**src/rtl/apb_decoder_if.sv**
```systemverilog
// APB master-side port of the request-path decoder.
// Carries the setup/access strobes from the master and the response back.
interface apb_decoder_if #(
  parameter int ADDR_WIDTH = 32,
  parameter int DATA_WIDTH = 32
);
  logic                  m_psel_i;
  logic                  m_penable_i;
  logic [ADDR_WIDTH-1:0] m_paddr_i;
  logic                  m_pwrite_i;
  logic [DATA_WIDTH-1:0] m_pwdata_i;
  logic                  m_pready_o;
  logic [DATA_WIDTH-1:0] m_prdata_o;
  logic                  m_pslverr_o;

  modport master (
    output m_psel_i, m_penable_i, m_paddr_i,
    output m_pwrite_i, m_pwdata_i,
    input  m_pready_o, m_prdata_o, m_pslverr_o
  );

  modport slave (
    input  m_psel_i, m_penable_i, m_paddr_i,
    input  m_pwrite_i, m_pwdata_i,
    output m_pready_o, m_prdata_o, m_pslverr_o
  );
endinterface

```
**src/rtl/apb_decoder.sv**
```systemverilog
// APB demux request path: decode, slave SETUP/ACCESS, local error replies.
// Optional slave timeout is enabled with `define APB_DEC_TIMEOUT_EN.
module apb_decoder #(
  parameter int SLAVE_COUNT = 3,
  parameter int ADDR_WIDTH = 32,
  parameter int DATA_WIDTH = 32,
  parameter logic [ADDR_WIDTH-1:0] BASE_ADDR = '0,
  parameter int SLAVE_ADDR_BITS = 12,
  parameter int TIMEOUT_CYCLES = 16
) (
  input  logic                   pclk_i,
  input  logic                   preset_i,
  apb_decoder_if.slave           m,
  output logic [SLAVE_COUNT-1:0] sl_psel_o,
  output logic                   sl_penable_o,
  output logic [ADDR_WIDTH-1:0]  sl_paddr_o,
  output logic                   sl_pwrite_o,
  output logic [DATA_WIDTH-1:0]  sl_pwdata_o,
  output logic [SLAVE_COUNT-1:0] select_o,
  input  logic                   mux_pready_i,
  input  logic [DATA_WIDTH-1:0]  mux_prdata_i,
  input  logic                   mux_pslverr_i
);

  typedef enum logic [2:0] {
    IDLE,
    SETUP,
    ACCESS,
    DECERR
`ifdef APB_DEC_TIMEOUT_EN
    , TOUT
`endif
  } state_t;

  state_t state_q, state_d;

  logic [SLAVE_COUNT-1:0] sel_q;
  logic [ADDR_WIDTH-1:0]  paddr_q;
  logic                   pwrite_q;
  logic [DATA_WIDTH-1:0]  pwdata_q;

  logic [ADDR_WIDTH-1:0]  off;
  logic [ADDR_WIDTH-1:0]  blk;
  logic                   borrow;
  logic [SLAVE_COUNT-1:0] dec_sel;
  logic                   hit;

  logic                   pready;
  logic [DATA_WIDTH-1:0]  prdata;
  logic                   pslverr;
  logic [SLAVE_COUNT-1:0] psel;
  logic                   penable;

  logic unused;
  assign unused = m.m_penable_i ^ (TIMEOUT_CYCLES < 2);

  // Borrow out of the subtraction means the address is below the window.
  always_comb begin
    {borrow, off} = {1'b0, m.m_paddr_i} - {1'b0, BASE_ADDR};
    blk = off >> SLAVE_ADDR_BITS;
    dec_sel = '0;
    for (int i = 0; i < SLAVE_COUNT; i++) begin
      dec_sel[i] = !borrow && (blk == ADDR_WIDTH'(i));
    end
    hit = |dec_sel;
  end

`ifdef APB_DEC_TIMEOUT_EN
  localparam int TW = $clog2(TIMEOUT_CYCLES);
  logic [TW-1:0] count_q;

  always_ff @(posedge pclk_i) begin
    if (preset_i) begin
      count_q <= '0;
    end else if (state_q == SETUP) begin
      count_q <= '0;
    end else if (state_q == ACCESS && !mux_pready_i) begin
      count_q <= count_q + 1'b1;
    end
  end
`endif

  always_ff @(posedge pclk_i) begin
    if (preset_i) begin
      state_q  <= IDLE;
      sel_q    <= '0;
      paddr_q  <= '0;
      pwrite_q <= 1'b0;
      pwdata_q <= '0;
    end else begin
      state_q <= state_d;
      if (state_q == IDLE && m.m_psel_i) begin
        sel_q    <= dec_sel;
        paddr_q  <= m.m_paddr_i;
        pwrite_q <= m.m_pwrite_i;
        pwdata_q <= m.m_pwdata_i;
      end
    end
  end

  always_comb begin
    state_d = state_q;
    psel    = '0;
    penable = 1'b0;
    pready  = 1'b0;
    prdata  = '0;
    pslverr = 1'b0;
    unique case (state_q)
      IDLE: begin
        if (m.m_psel_i) begin
          state_d = hit ? SETUP : DECERR;
        end
      end
      SETUP: begin
        psel    = sel_q;
        state_d = ACCESS;
      end
      ACCESS: begin
        psel    = sel_q;
        penable = 1'b1;
        pready  = mux_pready_i;
        if (mux_pready_i) begin
          prdata  = mux_prdata_i;
          pslverr = mux_pslverr_i;
          state_d = IDLE;
        end
`ifdef APB_DEC_TIMEOUT_EN
        else if (count_q == TW'(TIMEOUT_CYCLES - 1)) begin
          state_d = TOUT;
        end
`endif
      end
      DECERR: begin
        pready  = 1'b1;
        pslverr = 1'b1;
        state_d = IDLE;
      end
`ifdef APB_DEC_TIMEOUT_EN
      TOUT: begin
        pready  = 1'b1;
        pslverr = 1'b1;
        state_d = IDLE;
      end
`endif
      default: state_d = IDLE;
    endcase
  end

  assign sl_psel_o     = psel;
  assign select_o      = psel;
  assign sl_penable_o  = penable;
  assign sl_paddr_o    = paddr_q;
  assign sl_pwrite_o   = pwrite_q;
  assign sl_pwdata_o   = pwdata_q;
  assign m.m_pready_o  = pready;
  assign m.m_prdata_o  = prdata;
  assign m.m_pslverr_o = pslverr;

endmodule

```
**src/flat_wrapper.sv**
```systemverilog
// flat-port wrapper written by rule: the top's interface ports become plain ports
module apb_decoder_flat 
#(
  parameter int SLAVE_COUNT = 3,
  parameter int ADDR_WIDTH = 32,
  parameter int DATA_WIDTH = 32,
  parameter logic [ADDR_WIDTH-1:0] BASE_ADDR = '0,
  parameter int SLAVE_ADDR_BITS = 12,
  parameter int TIMEOUT_CYCLES = 16
)
  (pclk_i, preset_i, sl_psel_o, sl_penable_o, sl_paddr_o, sl_pwrite_o, sl_pwdata_o, select_o, mux_pready_i, mux_prdata_i, mux_pslverr_i, m_m_psel_i, m_m_penable_i, m_m_paddr_i, m_m_pwrite_i, m_m_pwdata_i, m_m_pready_o, m_m_prdata_o, m_m_pslverr_o);
  apb_decoder_if #(.ADDR_WIDTH(ADDR_WIDTH), .DATA_WIDTH(DATA_WIDTH)) m_i ();
  input  logic pclk_i;
  input  logic preset_i;
  output logic [SLAVE_COUNT-1:0] sl_psel_o;
  output logic sl_penable_o;
  output logic [ADDR_WIDTH-1:0] sl_paddr_o;
  output logic sl_pwrite_o;
  output logic [DATA_WIDTH-1:0] sl_pwdata_o;
  output logic [SLAVE_COUNT-1:0] select_o;
  input  logic mux_pready_i;
  input  logic [DATA_WIDTH-1:0] mux_prdata_i;
  input  logic mux_pslverr_i;
  input wire logic [$bits(m_i.m_psel_i)-1:0] m_m_psel_i;
  input wire logic [$bits(m_i.m_penable_i)-1:0] m_m_penable_i;
  input wire logic [$bits(m_i.m_paddr_i)-1:0] m_m_paddr_i;
  input wire logic [$bits(m_i.m_pwrite_i)-1:0] m_m_pwrite_i;
  input wire logic [$bits(m_i.m_pwdata_i)-1:0] m_m_pwdata_i;
  output wire logic [$bits(m_i.m_pready_o)-1:0] m_m_pready_o;
  output wire logic [$bits(m_i.m_prdata_o)-1:0] m_m_prdata_o;
  output wire logic [$bits(m_i.m_pslverr_o)-1:0] m_m_pslverr_o;
  assign m_i.m_psel_i = m_m_psel_i;
  assign m_i.m_penable_i = m_m_penable_i;
  assign m_i.m_paddr_i = m_m_paddr_i;
  assign m_i.m_pwrite_i = m_m_pwrite_i;
  assign m_i.m_pwdata_i = m_m_pwdata_i;
  assign m_m_pready_o = m_i.m_pready_o;
  assign m_m_prdata_o = m_i.m_prdata_o;
  assign m_m_pslverr_o = m_i.m_pslverr_o;
  apb_decoder #(.SLAVE_COUNT(SLAVE_COUNT), .ADDR_WIDTH(ADDR_WIDTH), .DATA_WIDTH(DATA_WIDTH), .BASE_ADDR(BASE_ADDR), .SLAVE_ADDR_BITS(SLAVE_ADDR_BITS), .TIMEOUT_CYCLES(TIMEOUT_CYCLES)) u_core (.pclk_i(pclk_i), .preset_i(preset_i), .m(m_i), .sl_psel_o(sl_psel_o), .sl_penable_o(sl_penable_o), .sl_paddr_o(sl_paddr_o), .sl_pwrite_o(sl_pwrite_o), .sl_pwdata_o(sl_pwdata_o), .select_o(select_o), .mux_pready_i(mux_pready_i), .mux_prdata_i(mux_prdata_i), .mux_pslverr_i(mux_pslverr_i));
endmodule
```
**config.mk**
```make
export PLATFORM = sky130hd
export DESIGN_NAME = apb_decoder_flat
export DESIGN_NICKNAME = d
export VERILOG_FILES = /design/src/rtl/apb_decoder_if.sv /design/src/rtl/apb_decoder.sv /design/src/flat_wrapper.sv
export SDC_FILE = /design/constraint.sdc
export NUM_CORES = 1
export LEC_CHECK = 0
export CAP_MARGIN = 30
export CORE_AREA = 2 2 81 83
export CTS_CLUSTER_SIZE = 14
export DETAILED_ROUTE_END_ITERATION = 6
export DIE_AREA = 0 0 83 85
export DONT_BUFFER_PORTS = 1
export GPL_TIMING_DRIVEN = 0
export MAX_ROUTING_LAYER = met4
export PLACE_DENSITY_LB_ADDON = 0.12
export SYNTH_ARGS = -nofsm -noshare
export SYNTH_HDL_FRONTEND = slang
export SYNTH_SLANG_ARGS = --single-unit
export TNS_END_PERCENT = 5
```
**constraint.sdc**
```tcl
create_clock -name pclk_i -period 4.2 [get_ports pclk_i]
set_clock_uncertainty 0.1 [all_clocks]
set_input_delay 0.84 -clock pclk_i [delete_from_list [all_inputs] [get_ports pclk_i]]
set_output_delay 0.84 -clock pclk_i [all_outputs]
set_load 0.1 [all_outputs]
```
### After elaboration in Yosys (flattened, before gate mapping)

Index checks and enable logic that the tools add are counted.
W data, S select, Z words.

* logic and storage cells: 29
* input bits: 103
* register bits after elaboration: 71
* output and inout port bits: 106

* reductions and logical operators: 6
* equality and inequality tests: 7
* mux-type cells: 11

Operators with widths (number)
* $mux W32: 2
* $logic_not A32 Y1: 1
* $eq A20 B1 Y1 const B: 1
* $eq A20 B2 Y1 const B: 1
* $mux W3: 3
* $pmux W3 S3: 1
* $eq A3 B2 Y1 const B: 2
* $ne A2 B2 Y1 const B: 2
* $pmux W1 S2: 2
* $eq A3 B1 Y1 const B: 1
* $logic_not A3 Y1: 1
* $reduce_or A3 Y1: 1
* $mux W1: 2
* $mux W2: 1
* $reduce_and A2 Y1: 1
* $reduce_or A2 Y1: 1
* $logic_and A1 B1 Y1: 1

### Longest topological paths before layout

* depth after elaboration: 5
* depth in mapped cells: 8
* depth with buffers taken out: 6

### Worst setup path after synthesis

Ideal clock, no wire load.

* kind: reg-to-output
* start: reg u_core.state_q[0]
* end: out m_m_prdata_o[22]
* cell stages (with the launch flop): 5
* setup slack: 0.898 ns
* data arrival time: 2.362 ns
* required time: 3.260 ns
* buffers on the path: 1
* cell sequence: dfxtp_1 -> inv_1 -> ha_1 -> clkbuf_1 -> and3_1

* cells in the longest elaborated chain, start to end: 2

Ends and longest elaborated chain
* start, declared: line apb_decoder.sv:35 `state_t state_q, state_d;`
* start signal, assigned: line apb_decoder.sv:91 `state_q <= state_d;`
* $eq A3 B2 Y1: line apb_decoder.sv:108 `unique case (state_q)`
* $mux W32: line apb_decoder.sv:108
* end, declared: line flat_wrapper.sv:30 `output wire logic [$bits(m_i.m_prdata_o)-1:0] m_m_prdata_o;`

Every way passes these cells.

### Worst setup path after layout

* start: reg u_core.state_q[0]
* end: out m_m_prdata_o[7]

Same word-level chain as after synthesis.

==> results list <==
- The run finished with clean final reports.
- Headroom to the max-slew limit came out at 0.3182.
- Setup fix buffers added after clock tree synthesis: 0
- Of the total synthesized cell area, the portion taken by full adders, half adders and majority gates is 0.01782.
* Syn Std Cell Area: between 2000 and 3000 sq um
- TritonCTS built the clock tree.
- The floorplan step set the die height to 85 microns.
* Clock root buffer: clkbuf_8
- The share of synthesized area in the top cell type comes to 0.4989.
- Fraction of power consumed by combinational cells: 0.225
- The H-tree was split into 3 levels.
- For this block, the via count after detailed routing is 2511.
- The final layout contains routed wiring with a total length of approximately 7700 microns.
- Summed over all cells, the static leakage comes to between 1 and 1.5 nW.
- For this design, the slowest cell found on the critical path is and3_1.
* Multiplexer area fraction after synthesis: 0
- Largest stage delay on the critical path: between 0.8 and 0.9 ns
- For the finished layout, the period the worst path requires is 3.453 ns.
* Simple-Gate Fraction of Synth Area: 0.2882
- In this run, placement finished with an instance count of roughly 450.
* Core Box Area: between 6000 and 7000 sq um
* Average size of a mapped cell: 7.675 sq um
* Setup repair after global routing missed its margin: no
* Fraction of the yosys area taken by sequential cells: 0.4989
- Post-detailed-route DRC marker count: 0
- Number of instances resized during post-cts repair: 0
- Port Buf Inserts: 0
* Crit path buf inv count: 4
* Total of max-cap violations: 0
- The synthesized-area fraction occupied by ao, oa, aoi and oai cells is 0.1430.
* Total half-perimeter wirelength after legalization and detailed placement: about 6000 microns
* Number of distinct library cells after synthesis: 22
* Layout Nets: just under 500
- Clock network latency to the later pin of the worst-skew pair: around 0.33 ns
* Data required time of the worst path: 3.26 ns
* Global placer's final weighted congestion: 0.7672
* Sum of overflow across all layers after global routing: 0
- Leading cell type in the layout, fill and taps excluded: nand2_1
- The cell family contributing the most delay on the critical path is simple AND/OR/NAND/NOR gates.
- Fraction of power spent switching nets: 0.4926
- Summed over all nets, the switching power comes to ~0.0013 W.
* Total negative setup slack: 0 ns
- The number of endpoints with negative hold slack in the final report was 0.
- Of the total power, the clock network draws 0.273.
- The library cells used most frequently in the layout, excluding fill and tap cells, are 132 x nand2_1, 70 x dfxtp_1, 67 x a21oi_1, 32 x and3_1, 25 x clkbuf_1.
* Internal Dissipation: approximately 0.0013 W
* Maximum number of pins on one net before global-route repair: 13
- The die covers ~7100 sq um.
- Post-detailed-route wirelength per cell: around 17 microns
- After synthesis, the largest family of logic cells by area is simple AND/OR/NAND/NOR gates.
- The synthesized design spends more area on one cell type than any other, namely dfxtp_1.
* Maximum achievable frequency: approximately 290 MHz
* Synth Area in XOR/XNOR: 0
* Synthesis-to-finish area growth: 15.14%
* First DRT Iteration DRCs: 129
- STA classifies the critical path startpoint as a flop.
- The worst-case IR drop observed on VDD is 0.4676 mV.
* Final setup fails: 0
* Initial core utilization: 0.4527
- The floorplan has 29 rows.
* Crit. End Element: output pin
* Synthesized netlist cell count: between 300 and 400
* Top cells by area, synth: dfxtp_1 50%, nand2_1 18%, a21oi_1 12%
- PD cells: roughly 820 nW/um^2
* Class of the tightest hold or removal check: flop to flop
* Antenna cell count: 0
* Vias per std cell: ~5.4
* Maximum count of clock buffers along a single path: 2
- The first detailed-routing pass took 4 iterations.
- Worst endpoint data arrival time: around 2.5 ns
- Number of antenna violations at the first check in global routing: 0
- After filler insertion, the fill cell instance count of the layout stands at 621.
* Die Width: about 83 microns
* Boundary pin count: around 210
- Clock transition at the registers of the reported paths: 0.07 ns
- At the pin with the least slew margin, the transition time is between 1 and 1.5 ns.
- In the final layout, the share of cells above drive strength 1 is 0.06494.
- Of the available clock period, the critical path in the final layout requires 0.8222.
- CTS Sinks: 70
* Post-CTS Hold Buffers: 0
* Crit Path Category: flop to output pin
* Critical-path maximum fanout: 10
- Total routing resource utilization after global routing: 0.2273
- Post-route non-filler standard cell count: ~460
- Synthesis warning total: 0
- Cts bufs inserted: 9
- Post-synth net total: about 470
* Total power consumption of the routed design: roughly 0.0027 W
- Vias in the first global route: around 2400
- The synthesized design contains 70 register bits.
- Global-route wire length before repair: around 12000 microns
- Once detail routing completed, the nets flagged for antenna violations numbered 0.
- Critical path, cell by cell: inv_1 > ha_1 > buf_16 > buf_1 > clkbuf_1 > and3_1
* Count of pins over their slew limit: 0
- Reg power frac: 0.502
## sequential cells by signal, summed over array words and instances (netlist names)
register            cells
u_core.sl_paddr_o      32
u_core.state_q          2
u_core.sl_pwdata_o     32
u_core.sl_pwrite_o      1
u_core.sel_q            3
## worst paths after layout
check | endpoint | slack, ns | start | cells after the start
worst max-delay path | m_m_prdata_o[7] | 0.75 | u_core.state_q[0] | 6
worst min-delay path | u_core.sel_q[0] | 0.37 | u_core.sel_q[0] | 2
worst max register to register | u_core.sl_pwdata_o[20] | 2.05 | u_core.state_q[1] | 7
worst min register to register | u_core.sel_q[0] | 0.37 | u_core.sel_q[0] | 2
## worst min-delay path, stage by stage (launching register included)
cell	delay, ns
dfxtp_1	0.32
nand3_1	0.06
o21ai_0	0.06
## per-layer routing
metal,global-route usage,share of wire,vias to the layer above
met1,0.2251,0.36,1133
met4,0.1252,0.034,0
li1,-,-,1237
met3,0.07004,0.083,18
met2,0.3988,0.53,123
met5,-,0,-
## cells in the mapped netlist
| library cell | number |
|---|---|
| o211a_1 | 2 |
| or4_1 | 2 |
| nand2_1 | 132 |
| a21o_1 | 1 |
| or4_4 | 1 |
| o32a_1 | 1 |
| clkbuf_1 | 24 |
| and2_1 | 4 |
| a21oi_1 | 67 |
| dfxtp_1 | 70 |
| buf_2 | 3 |
| a31o_2 | 1 |
| buf_4 | 3 |
| nor4_1 | 3 |
| nand4b_1 | 2 |
| inv_1 | 4 |
| buf_1 | 1 |
| o21ai_0 | 4 |
| and3_1 | 32 |
| nand3_1 | 4 |
| nor2b_1 | 1 |
| ha_1 | 4 |
## logic make-up (layout without fill, tap and decap cells)
family          count (synthesis)  in the layout
fa+ha+maj                       4              4
compound gates                 76             76
buf+inv                        35             54
simple gates                  181            181
flops                          70             70
## through the flow
stage                     setup slack [ns]    util  hold WS [ns]  cell area (sq um)
after CTS                           0.7221  0.5213        0.3696               3234
after global routing                0.5458  0.5213        0.4135               3234
final                               0.7470  0.5213        0.3655               3234
after detailed placement             1.097  0.4777        0.3533               2964
after global placement              0.7241  0.4682        0.3449               2905
after floorplan                     0.8984       -        0.3353               2809
## area by class of cell
class,instances,area (sq um),share of cell area
flip-flops and latches,70,1401,0.4333
multi-input cells,261,1261,0.3899
clock buffers,11,141.4,0.04371
plain buffers,31,131.4,0.04062
clock inverters,5,128.9,0.03985
well taps,77,96.34,0.02979
repair buffers,3,58.81,0.01818
inverters,4,15.01,0.004642
## power by group through the flow
stage	combinational, W	sequential, W	clock [W]
after detailed placement	0.000602	0.00135	0
after floorplan	0.000506	0.00133	0
after CTS	0.000603	0.00134	0.000738
after global placement	0.000570	0.00135	0
after global routing	0.000653	0.00134	0.000769
final	0.000598	0.00134	0.000725
(Power assumes the default switching activity.)
